File: config.mk
export PLATFORM = sky130hd
export DESIGN_NAME = ddr3_cmd_scheduler_flat
export DESIGN_NICKNAME = d
export VERILOG_FILES = /design/src/rtl/ddr3_cmd_scheduler_if.sv /design/src/rtl/ddr3_cmd_scheduler.sv /design/src/flat_wrapper.sv
export SDC_FILE = /design/constraint.sdc
export NUM_CORES = 1
export LEC_CHECK = 0
export CAP_MARGIN = 10
export CORE_ASPECT_RATIO = 1.25
export CORE_MARGIN = 3
export CORE_UTILIZATION = 51
export CTS_BUF_LIST = sky130_fd_sc_hd__clkbuf_16
export DETAILED_ROUTE_END_ITERATION = 6
export PLACE_DENSITY_LB_ADDON = 0.25
export RECOVER_POWER = 50
export REMOVE_ABC_BUFFERS = 1
export SYNTH_ARGS = -nofsm -noshare
export SYNTH_HDL_FRONTEND = slang
export SYNTH_SLANG_ARGS = --single-unit
export TNS_END_PERCENT = 50
File: constraint.sdc
create_clock -name clk -period 3.1 [get_ports clk]
set_input_delay 0.465 -clock clk [delete_from_list [all_inputs] [get_ports clk]]
set_output_delay 0.465 -clock clk [all_outputs]
set_load 0.1 [all_outputs]
File: src/rtl/ddr3_cmd_scheduler_if.sv
// Requester ports and DDR3 command pins of the post-init scheduler.
// slave = scheduler side, master = requester/PHY side.
interface ddr3_cmd_scheduler_if;
  logic        p0_req;
  logic        p0_we;
  logic [2:0]  p0_ba;
  logic [13:0] p0_row;
  logic [9:0]  p0_col;
  logic        p0_ack;
  logic        p1_req;
  logic        p1_we;
  logic [2:0]  p1_ba;
  logic [13:0] p1_row;
  logic [9:0]  p1_col;
  logic        p1_ack;
  logic [2:0]  cmd;
  logic        cs_n;
  logic [2:0]  ba;
  logic [13:0] addr;

  modport slave (
    input  p0_req, p0_we, p0_ba, p0_row, p0_col,
    input  p1_req, p1_we, p1_ba, p1_row, p1_col,
    output p0_ack, p1_ack, cmd, cs_n, ba, addr
  );

  modport master (
    output p0_req, p0_we, p0_ba, p0_row, p0_col,
    output p1_req, p1_we, p1_ba, p1_row, p1_col,
    input  p0_ack, p1_ack, cmd, cs_n, ba, addr
  );
endinterface

File: src/rtl/ddr3_cmd_scheduler.sv
// Post-init DDR3 command scheduler: two-port round-robin,
// closed-page ACT/RD-WR/PRE accesses and periodic refresh.
module ddr3_cmd_scheduler #(
  parameter int T_RCD   = 6,
  parameter int T_RAS   = 15,
  parameter int T_RTP   = 4,
  parameter int T_WRPRE = 15,
  parameter int T_RP    = 6,
  parameter int T_RFC   = 88,
  parameter int T_REFI  = 6240
) (
  input  logic                  clk,
  input  logic                  rst,
  input  logic                  init_done,
  ddr3_cmd_scheduler_if.slave   bus,
  output logic                  ref_overflow
);

  localparam int TW = $clog2(T_REFI);

  localparam logic [2:0] C_REF = 3'b001;
  localparam logic [2:0] C_PRE = 3'b010;
  localparam logic [2:0] C_ACT = 3'b011;
  localparam logic [2:0] C_WR  = 3'b100;
  localparam logic [2:0] C_RD  = 3'b101;
  localparam logic [2:0] C_NOP = 3'b111;

  typedef enum logic [2:0] {
    S_WAIT_INIT,
    S_IDLE,
    S_REF,
    S_RCD,
    S_POST,
    S_RP
  } state_t;

  state_t      state_q, state_d;
  logic [15:0] cnt_q, cnt_d;
  logic [15:0] ras_q, ras_d;
  logic [3:0]  debt_q, debt_d;
  logic [TW-1:0] timer_q, timer_d;
  logic        ovf_q, ovf_d;
  logic        ptr_q, ptr_d;
  logic        gnt_q, gnt_d;
  logic        we_q, we_d;
  logic [2:0]  lba_q, lba_d;
  logic [13:0] row_q, row_d;
  logic [9:0]  col_q, col_d;
  logic [2:0]  cmd_q, cmd_d;
  logic        cs_n_q, cs_n_d;
  logic [2:0]  ba_q, ba_d;
  logic [13:0] addr_q, addr_d;
  logic        ack0_q, ack0_d;
  logic        ack1_q, ack1_d;

  logic        run;
  logic        expire;
  logic        ref_issue;
  logic        sel;

  // Next-state, command decision, refresh timer and debt.
  always_comb begin
    state_d   = state_q;
    cnt_d     = (cnt_q != '0) ? cnt_q - 16'd1 : '0;
    ras_d     = (ras_q != '0) ? ras_q - 16'd1 : '0;
    debt_d    = debt_q;
    ovf_d     = ovf_q;
    ptr_d     = ptr_q;
    gnt_d     = gnt_q;
    we_d      = we_q;
    lba_d     = lba_q;
    row_d     = row_q;
    col_d     = col_q;
    cmd_d     = C_NOP;
    cs_n_d    = cs_n_q;
    ba_d      = '0;
    addr_d    = '0;
    ack0_d    = 1'b0;
    ack1_d    = 1'b0;
    ref_issue = 1'b0;
    sel       = ptr_q;

    run     = (state_q != S_WAIT_INIT);
    expire  = run && (timer_q == TW'(T_REFI - 1));
    timer_d = (!run || expire) ? '0 : timer_q + 1'b1;

    unique case (state_q)
      S_WAIT_INIT: begin
        if (init_done) begin
          state_d = S_IDLE;
          cs_n_d  = 1'b0;
        end
      end
      S_IDLE: begin
        if (debt_q != '0) begin
          cmd_d     = C_REF;
          ref_issue = 1'b1;
          state_d   = S_REF;
          cnt_d     = 16'(T_RFC - 1);
        end else if (bus.p0_req || bus.p1_req) begin
          sel    = (bus.p0_req && bus.p1_req) ? ptr_q : bus.p1_req;
          ptr_d  = ~sel;
          gnt_d  = sel;
          we_d   = sel ? bus.p1_we  : bus.p0_we;
          lba_d  = sel ? bus.p1_ba  : bus.p0_ba;
          row_d  = sel ? bus.p1_row : bus.p0_row;
          col_d  = sel ? bus.p1_col : bus.p0_col;
          cmd_d  = C_ACT;
          ba_d   = sel ? bus.p1_ba  : bus.p0_ba;
          addr_d = sel ? bus.p1_row : bus.p0_row;
          state_d = S_RCD;
          cnt_d  = 16'(T_RCD - 1);
          ras_d  = 16'(T_RAS - 1);
        end
      end
      S_REF: begin
        if (cnt_q <= 16'd1) state_d = S_IDLE;
      end
      S_RCD: begin
        if (cnt_q == '0) begin
          cmd_d   = we_q ? C_WR : C_RD;
          ba_d    = lba_q;
          addr_d  = {4'b0000, col_q};
          ack0_d  = ~gnt_q;
          ack1_d  = gnt_q;
          state_d = S_POST;
          cnt_d   = we_q ? 16'(T_WRPRE - 1) : 16'(T_RTP - 1);
        end
      end
      S_POST: begin
        if (cnt_q == '0 && ras_q == '0) begin
          cmd_d   = C_PRE;
          ba_d    = lba_q;
          state_d = S_RP;
          cnt_d   = 16'(T_RP - 1);
        end
      end
      S_RP: begin
        if (cnt_q <= 16'd1) state_d = S_IDLE;
      end
      default: state_d = S_WAIT_INIT;
    endcase

    if (expire && !ref_issue) begin
      if (debt_q == 4'd8) ovf_d = 1'b1;
      else                debt_d = debt_q + 4'd1;
    end else if (!expire && ref_issue) begin
      debt_d = debt_q - 4'd1;
    end
  end

  // State and registered pins; rst restores the idle bus.
  always_ff @(posedge clk) begin
    if (rst) begin
      state_q <= S_WAIT_INIT;
      cnt_q   <= '0;
      ras_q   <= '0;
      debt_q  <= '0;
      timer_q <= '0;
      ovf_q   <= 1'b0;
      ptr_q   <= 1'b0;
      gnt_q   <= 1'b0;
      we_q    <= 1'b0;
      lba_q   <= '0;
      row_q   <= '0;
      col_q   <= '0;
      cmd_q   <= C_NOP;
      cs_n_q  <= 1'b1;
      ba_q    <= '0;
      addr_q  <= '0;
      ack0_q  <= 1'b0;
      ack1_q  <= 1'b0;
    end else begin
      state_q <= state_d;
      cnt_q   <= cnt_d;
      ras_q   <= ras_d;
      debt_q  <= debt_d;
      timer_q <= timer_d;
      ovf_q   <= ovf_d;
      ptr_q   <= ptr_d;
      gnt_q   <= gnt_d;
      we_q    <= we_d;
      lba_q   <= lba_d;
      row_q   <= row_d;
      col_q   <= col_d;
      cmd_q   <= cmd_d;
      cs_n_q  <= cs_n_d;
      ba_q    <= ba_d;
      addr_q  <= addr_d;
      ack0_q  <= ack0_d;
      ack1_q  <= ack1_d;
    end
  end

  assign bus.cmd      = cmd_q;
  assign bus.cs_n     = cs_n_q;
  assign bus.ba       = ba_q;
  assign bus.addr     = addr_q;
  assign bus.p0_ack   = ack0_q;
  assign bus.p1_ack   = ack1_q;
  assign ref_overflow = ovf_q;

endmodule

File: src/flat_wrapper.sv
// flat-port wrapper written by rule: the top's interface ports become plain ports
module ddr3_cmd_scheduler_flat 
#(
  parameter int T_RCD   = 6,
  parameter int T_RAS   = 15,
  parameter int T_RTP   = 4,
  parameter int T_WRPRE = 15,
  parameter int T_RP    = 6,
  parameter int T_RFC   = 88,
  parameter int T_REFI  = 6240
)
  (clk, rst, init_done, ref_overflow, bus_p0_req, bus_p0_we, bus_p0_ba, bus_p0_row, bus_p0_col, bus_p1_req, bus_p1_we, bus_p1_ba, bus_p1_row, bus_p1_col, bus_p0_ack, bus_p1_ack, bus_cmd, bus_cs_n, bus_ba, bus_addr);
  ddr3_cmd_scheduler_if bus_i ();
  input  logic clk;
  input  logic rst;
  input  logic init_done;
  output logic ref_overflow;
  input wire logic [$bits(bus_i.p0_req)-1:0] bus_p0_req;
  input wire logic [$bits(bus_i.p0_we)-1:0] bus_p0_we;
  input wire logic [$bits(bus_i.p0_ba)-1:0] bus_p0_ba;
  input wire logic [$bits(bus_i.p0_row)-1:0] bus_p0_row;
  input wire logic [$bits(bus_i.p0_col)-1:0] bus_p0_col;
  input wire logic [$bits(bus_i.p1_req)-1:0] bus_p1_req;
  input wire logic [$bits(bus_i.p1_we)-1:0] bus_p1_we;
  input wire logic [$bits(bus_i.p1_ba)-1:0] bus_p1_ba;
  input wire logic [$bits(bus_i.p1_row)-1:0] bus_p1_row;
  input wire logic [$bits(bus_i.p1_col)-1:0] bus_p1_col;
  output wire logic [$bits(bus_i.p0_ack)-1:0] bus_p0_ack;
  output wire logic [$bits(bus_i.p1_ack)-1:0] bus_p1_ack;
  output wire logic [$bits(bus_i.cmd)-1:0] bus_cmd;
  output wire logic [$bits(bus_i.cs_n)-1:0] bus_cs_n;
  output wire logic [$bits(bus_i.ba)-1:0] bus_ba;
  output wire logic [$bits(bus_i.addr)-1:0] bus_addr;
  assign bus_i.p0_req = bus_p0_req;
  assign bus_i.p0_we = bus_p0_we;
  assign bus_i.p0_ba = bus_p0_ba;
  assign bus_i.p0_row = bus_p0_row;
  assign bus_i.p0_col = bus_p0_col;
  assign bus_i.p1_req = bus_p1_req;
  assign bus_i.p1_we = bus_p1_we;
  assign bus_i.p1_ba = bus_p1_ba;
  assign bus_i.p1_row = bus_p1_row;
  assign bus_i.p1_col = bus_p1_col;
  assign bus_p0_ack = bus_i.p0_ack;
  assign bus_p1_ack = bus_i.p1_ack;
  assign bus_cmd = bus_i.cmd;
  assign bus_cs_n = bus_i.cs_n;
  assign bus_ba = bus_i.ba;
  assign bus_addr = bus_i.addr;
  ddr3_cmd_scheduler #(.T_RCD(T_RCD), .T_RAS(T_RAS), .T_RTP(T_RTP), .T_WRPRE(T_WRPRE), .T_RP(T_RP), .T_RFC(T_RFC), .T_REFI(T_REFI)) u_core (.clk(clk), .rst(rst), .init_done(init_done), .bus(bus_i), .ref_overflow(ref_overflow));
endmodule
# --- Yosys cells after proc, flatten, opt, wreduce, memory -nomap -nowiden ---
# Cells that the tools add are included.
totals:
  reg_bits: 92
  output_inout_bits: 24
op_classes:
  add_sub_neg: 5
  n_lt_le_gt_ge: 1
  n_eq_ne: 13
  n_mux: 43
  bitwise_logic: 5
  n_reduce_logical: 26
op_table:
  columns: ["operator", "n"]
  rows:
  - ["16-bit 2-to-1 mux", 9]
  - ["16-bit one-hot mux with 3 select lines", 1]
  - ["3-bit 2-to-1 mux", 15]
  - ["14-bit 2-to-1 mux", 3]
  - ["16-bit logical NOT", 2]
  - ["16-bit nonzero test", 2]
  - ["16-bit by 1-bit subtractor with 16-bit output (second input constant)", 2]
  - ["14-bit one-hot mux with 2 select lines", 1]
  - ["10-bit 2-to-1 mux", 2]
  - ["3-bit one-hot mux with 3 select lines", 2]
  - ["16-bit by 1-bit <= comparator with 1-bit output (second input constant)", 1]
  - ["4-bit 2-to-1 mux", 4]
  - ["3-bit one-hot mux with 5 select lines", 1]
  - ["13-bit by 1-bit adder with 13-bit output (second input constant)", 1]
  - ["13-bit == test (second input constant)", 1]
  - ["3-bit by 2-bit == test with 1-bit output (second input constant)", 2]
  - ["3-bit == test (second input constant)", 2]
  - ["2-bit by 1-bit inequality test with 1-bit output (second input constant)", 3]
  - ["2-bit AND reduction", 3]
  - ["1-bit logical AND", 5]
  - ["1-bit 2-to-1 mux", 5]
  - ["1-bit NOT", 5]
  - ["5-bit AND reduction", 1]
  - ["4-bit by 1-bit adder with 4-bit output (second input constant)", 1]
  - ["other kinds (14)", 19]

# --- Logic depth before layout (Yosys ltp) ---
# Gate-level depths: netlist of the first run.
logic_depth:
  ltp_word: 7
  ltp_mapped: 12
  mapped_depth_nobuf: 11

# --- Worst setup path after synthesis of the first run ---
# OpenSTA, ideal clock, no wires.
synth_timing:
  path_type: "register -> register"
  start: "reg u_core.timer_q[0]"
  end: "reg u_core.debt_q[3]"
  setup_ps: 65
  arrival_time_ps: 2677
  slack_ps: 358
  path_stages_with_launch: 13
  path_cell_list: "dfxtp_1 > ha_1 > and4_1 > clkbuf_1 > nand4_1 > or2_2 > ha_1 > a21o_1 > a21oi_1 > nand3_1 > a211oi_1 > a21oi_1 > nor2_1"
synth_via:
  elab_chain_cells: 6
synth_rtl:
  columns: ["element", "line_no", "source"]
  rows:
  - ["start, declared", "ddr3_cmd_scheduler.sv:41", "logic [TW-1:0] timer_q, timer_d;"]
  - ["start signal, assigned", "ddr3_cmd_scheduler.sv:178", "timer_q <= timer_d;"]
  - ["13-bit == test *", "ddr3_cmd_scheduler.sv:84", "expire = run && (timer_q == TW'(T_REFI - 1));"]
  - ["1-bit logical AND *", "ddr3_cmd_scheduler.sv:84", null]
  - ["1-bit logical NOT", "ddr3_cmd_scheduler.sv:147", "end else if (!expire && ref_issue) begin"]
  - ["1-bit logical AND", "ddr3_cmd_scheduler.sv:147", null]
  - ["2-bit nonzero test (no line)", null, null]
  - ["2-bit AND reduction (no line)", null, null]
  - ["end signal, assigned", "ddr3_cmd_scheduler.sv:177", "debt_q <= debt_d;"]
  - ["end, declared", "ddr3_cmd_scheduler.sv:40", "logic [3:0] debt_q, debt_d;"]
# Every way passes the cells marked *; elsewhere a longest branch is shown, timed or not.
# A chain may end at the register's enable or synchronous reset.

# --- Worst setup path after layout of the first run ---
# Same ends and word-level chain as after synthesis.

==> impl_metrics.toml, run 1 <==
[cts]
numCtsBuffers = 9
insertion_delay_ps = 330
cts_root_buffer = "clkbuf_16"
ctsHoldBuffers = 0
post-cts-setup-buffers = 0
cts_tree = "yes"
cts_resized = 0
cts_sinks = 92
cts.clk_slew.worst_paths_ps = 60
cts_max_path_buffers = 2
htreeDepth = 3

[pwr]
p_leak_uw = 0.00194
powerDensity_mw_per_mm2 = 1010
ir_worst_vdd_uv = 573

[timing]
final.setup.tns_ps = 0
fmax_ghz = 0.366
slew-limit-headroom_pct = 19.7
fin_ws_ps = 365
period_needed_ps = 2740
finalHoldViolations = 0
worst_clock_skew_ps = 7.70
slew_viol_final = 0
hold-worst-slack_ps = 448
tightestPinTransition_ps = 1210
rsz0062_at_grt = "false"
setup_viol = 0
period_share_pct = 88.2

[setup_path]
startpoint = "u_core.timer_q[0]"
slowest_stage = "or2_2"
endpoint_kind = "flop"
max_stage_delay_ps = 370
worst-path-buf-inv = 0
timing.rr.start = "u_core.timer_q[0]"
critPathTopFamily = "simple AND/OR/NAND/NOR gates"
path_cells = "ha_1, and4_1, nand4_1, or2_2, ha_1, a21o_1, a21oi_1, nand3_1, a211oi_1, a21oi_1, nor2_1"
cp.arrival_ps = 3010
cp_max_fo = 5
critical_path_class = "flop to flop"
crit_required_ps = 3370
worstSetupStartpointType = "flop"

[route]
vias_per_cell = 5.55
drt_iter0_markers = 162
vias = 3640
wl_met1_mm = 3.81
dr_wl_met3_um = 601
drc_errors = 0
dr.max_layer_used = "met4"
wire_per_inst_um = 14.3
final_antenna_net_count = 0
dr_wl_met2_mm = 4.81
dr.pass1.iters = 6
wirelength_mm = 9.40

[global_route]
grt_max_degree = 26
track_usage_pct = 21.4
antenna_found_initial = 0
grt_pass1_vias = 3662
grt_pass1_wl_mm = 15.9
grt_overflow = 0

[die]
die_w_um = 86.7
rows = 36
core_mm2 = 0.00784
start_util_pct = 53.0
die_area_mm2 = 0.00927
ios = 85
chipHeight_um = 107

[finish]
antenna_cells = 0
num-nets-final = 626
fillers = 696
area_growth_pct = 25.2
layout-drive-gt1-share_pct = 6.60

[yosys]
synth.yosys.seq_area_share_pct = 44.4
synth_area_mm2 = 0.00415
ys.flop_type = "dfxtp_1"
postSynthAreaPerCell_um2 = 8.76
ys_ff_latch = 92
ys_top_cells_by_count = "dfxtp_1 (92), nor2_1 (72), nand2_1 (52), a21oi_1 (40), xor2_1 (23)"
synthCells = 474
synth_edf_count = 0
synth_top_area_cell = "dfxtp_1"
netlist_top_cells_area = "dfxtp_1 (44%), nor2_1 (6.5%), xor2_1 (4.9%)"
yosysMostFrequentCell = "dfxtp_1"
async_flop_share_pct = 0
synth_top_area_share_pct = 44.4
synth_cell_types = 58
yosys_warnings = 0

[hold_path]
holdCritPathClass = "flop to flop"
holdCritStartpoint = "u_core.ras_q[0]"

[job]
max_cap_violations = 0

[status]
status = "complete, no violations"

[place]
portBuffers = 84
globalplace.congestion = 0.914
dp_slack_ps = 377
dp_hpwl_mm = 6.86
==> metal layers <==
layer / up-vias / global-route usage [%]
met5: - / 0
met4: 0 / 9.13
met3: 16 / 6.00
met2: 113 / 39.0
met1: 1689 / 22.5
li1: 1822 / -
==> metrics by stage <==
stage,instance area [um^2],util [%],instances,power (uW)
3_5_place_dp,5020,64.0,640,4270
3_3_place_gp,5020,64.0,640,4200
6_report,5200,66.3,656,5250
2_1_floorplan,4050,-,452,3660
5_1_grt,5200,66.3,656,5630
4_1_cts,5310,67.8,656,5360
==> cell type report <==
type	count	area [um^2]	area share (%)
clock buffer	9	225	4.33
tap	95	119	2.29
sequential	92	1840	35.4
multi-input combinational	354	2170	41.8
timing repair buffer	93	751	14.4
clock inverter	7	67.6	1.30
inverter	6	22.5	0.433
==> kinds of logic after synthesis <==
kind of cell	synth area share (%)
compound gates	15.4
fa+ha+maj	2.89
buf+inv	3.10
xor+xnor	8.01
mux	1.21
simple gates	25.1
flops	44.4
==> worst register-to-register path, delay by kind of cell, from the launching register on <==
family	cells	cell delay, ps
adder cells (fa/ha/maj)	2	510
AND/OR/NAND/NOR	5	1010
flip-flops	1	360
AO/OA/AOI/OAI	4	790
==> where the power goes <==
| part | internal (uW) | leakage, uW | switching, uW | total (uW) |
|---|---|---|---|---|
| Combinational | 947 | 0.00105 | 1440 | 2390 |
| Sequential | 1500 | 0.000750 | 314 | 1810 |
| Clock | 620 | 0.000140 | 438 | 1060 |
==> state kept, by name, indices dropped and copies added (netlist names) <==
name                 flops
u_core.debt_q            4
u_core.bus.cmd           3
u_core.bus.cs_n          1
u_core.we_q              1
u_core.ras_q            16
u_core.ref_overflow      1
u_core.bus.p1_ack        1
u_core.bus.ba            3
u_core.cnt_q            16
u_core.lba_q             3
u_core.gnt_q             1
u_core.bus.addr         14
u_core.timer_q          13
u_core.state_q           3
u_core.bus.p0_ack        1
u_core.ptr_q             1
u_core.col_q            10
==> final timing paths <==
check / endpoint / slack (ps) / depth (start not counted)
worst max-delay path: u_core.debt_q[3] / 360 / 11
worst min-delay path: u_core.ras_q[0] / 450 / 1
worst max register to register: u_core.debt_q[3] / 360 / 11
worst min register to register: u_core.ras_q[0] / 450 / 1
==> layout by cell type (no fill, tap or decap), drive strengths merged, types with 15 or more instances in the layout <==
cell,n
nand2,52
clkdlybuf4s50,60
xnor2,15
dfxtp,92
nor2,72
nor3,17
a21oi,41
a22oi,19
xor2,23
clkbuf,35
No activity file was read; power rests on OpenSTA's default activity.
==> run 2: changes to the inputs <==
--- a/config.mk
+++ b/config.mk
@@ -8,7 +8,7 @@
 export CAP_MARGIN = 10
 export CORE_ASPECT_RATIO = 1.25
 export CORE_MARGIN = 3
-export CORE_UTILIZATION = 51
+export CORE_UTILIZATION = 45
 export CTS_BUF_LIST = sky130_fd_sc_hd__clkbuf_16
 export DETAILED_ROUTE_END_ITERATION = 6
 export PLACE_DENSITY_LB_ADDON = 0.25
==> impl_metrics.toml, run 2 (same netlist as run 1, synthesis figures left out) <==
[status]
status = "complete, no violations"

[die]
start_util_pct = 47.0
core_mm2 = 0.00884
rows = 38
die_w_um = 91.9
die_area_mm2 = 0.0104
ios = 85
chipHeight_um = 113

[cts]
cts.clk_slew.worst_paths_ps = 60
htreeDepth = 3
post-cts-setup-buffers = 0
cts_max_path_buffers = 2
ctsHoldBuffers = 0
cts_tree = "yes"
cts_resized = 0
numCtsBuffers = 9
cts_sinks = 92
cts_root_buffer = "clkbuf_16"
insertion_delay_ps = 330

[setup_path]
endpoint_kind = "flop"
reg2reg_depth = 11
worstSetupStartpointType = "flop"
critical_path_class = "flop to flop"
cp.arrival_ps = 2980
cp_max_fo = 5
crit_required_ps = 3370

[finish]
finalNonFillerCells = 680
fillers = 836
post-route-util_pct = 58.9
antenna_cells = 0
layout-drive-gt1-share_pct = 5.71
final_common_cell = "dfxtp_1"
num-nets-final = 625
area_growth_pct = 25.4
final_cell_mix = "dfxtp_1 (92), nor2_1 (72), clkdlybuf4s50_1 (60), nand2_1 (52), a21oi_1 (40)"

[timing]
worst_clock_skew_ps = 4.10
tightestPinTransition_ps = 1200
final.setup.tns_ps = 0
fmax_ghz = 0.369
rsz0062_at_grt = "false"
fin_ws_ps = 394
slew_viol_final = 0
setup_viol = 0
finalHoldViolations = 0
period_needed_ps = 2710
period_share_pct = 87.3
slew-limit-headroom_pct = 20.1

[global_route]
track_usage_pct = 19.2
grt_overflow = 0
antenna_found_initial = 0
grt_max_degree = 26
grt_pass1_wl_mm = 16.4
grt_pass1_vias = 3534

[route]
drt_iter0_markers = 168
vias_per_cell = 5.25
drc_errors = 0
vias = 3573
dr.pass1.iters = 5
wire_per_inst_um = 14.1
final_antenna_net_count = 0
wirelength_mm = 9.57

[place]
globalplace.congestion = 0.871
dp_slack_ps = 425
portBuffers = 84
place_inst = 664
dp_hpwl_mm = 6.99

[hold_path]
min_path_cells = 1
holdCritPathClass = "flop to flop"

[job]
max_cap_violations = 0

[pwr]
ir_worst_vdd_uv = 489
powerDensity_mw_per_mm2 = 996
p_leak_uw = 0.00194
## run 2: critical path: stages, from the launching register on
cell and delay, ps:
dfxtp_1 370, ha_1 210, and4_1 290, nand4_1 150, or2_2 380, ha_1 300
a21o_1 170, a21oi_1 260, nand3_1 110, a211oi_1 260, a21oi_1 70, nor2_1 80
## run 2: layer usage
metal / share of wire (%) / vias to the layer above / track usage (%)
met5: 0 / - / 0
met4: 1.8 / 0 / 7.14
met3: 5.5 / 13 / 5.21
met2: 50 / 85 / 33.3
met1: 43 / 1655 / 22.8
li1: - / 1820 / -
## run 2: path summary, 6_finish.rpt
check | from | endpoint | slack (ps)
min reg2reg | u_core.ras_q[0] | u_core.ras_q[0] | 450
min | u_core.ras_q[0] | u_core.ras_q[0] | 450
max reg2reg | u_core.timer_q[0] | u_core.debt_q[3] | 390
max | u_core.timer_q[0] | u_core.debt_q[3] | 390
## run 2: area by class of cell
class	instances	area, um^2	area share (%)
Clock buffer	9	225	4.32
Sequential cell	92	1840	35.4
Tap cell	120	150	2.88
Clock inverter	7	52.6	1.01
Inverter	6	22.5	0.432
Multi-Input combinational cell	354	2170	41.7
Timing Repair Buffer	92	743	14.3
## run 2: report_power, final
group	leakage, uW	total [uW]	switching [uW]	internal [uW]
clock network	0.000149	1030	420	608
logic	0.00104	2350	1410	935
registers	0.000750	1810	315	1500
## run 2: per-stage QoR
| stage | hold slack (ps) | power [uW] | cell area [um^2] |
|---|---|---|---|
| 2_1_floorplan | 410 | 3660 | 4050 |
| 3_3_place_gp | 423 | 4190 | 5040 |
| 3_5_place_dp | 434 | 4240 | 5040 |
| 4_1_cts | 448 | 5300 | 5320 |
| 5_1_grt | 460 | 5590 | 5210 |
| 6_report | 450 | 5180 | 5210 |
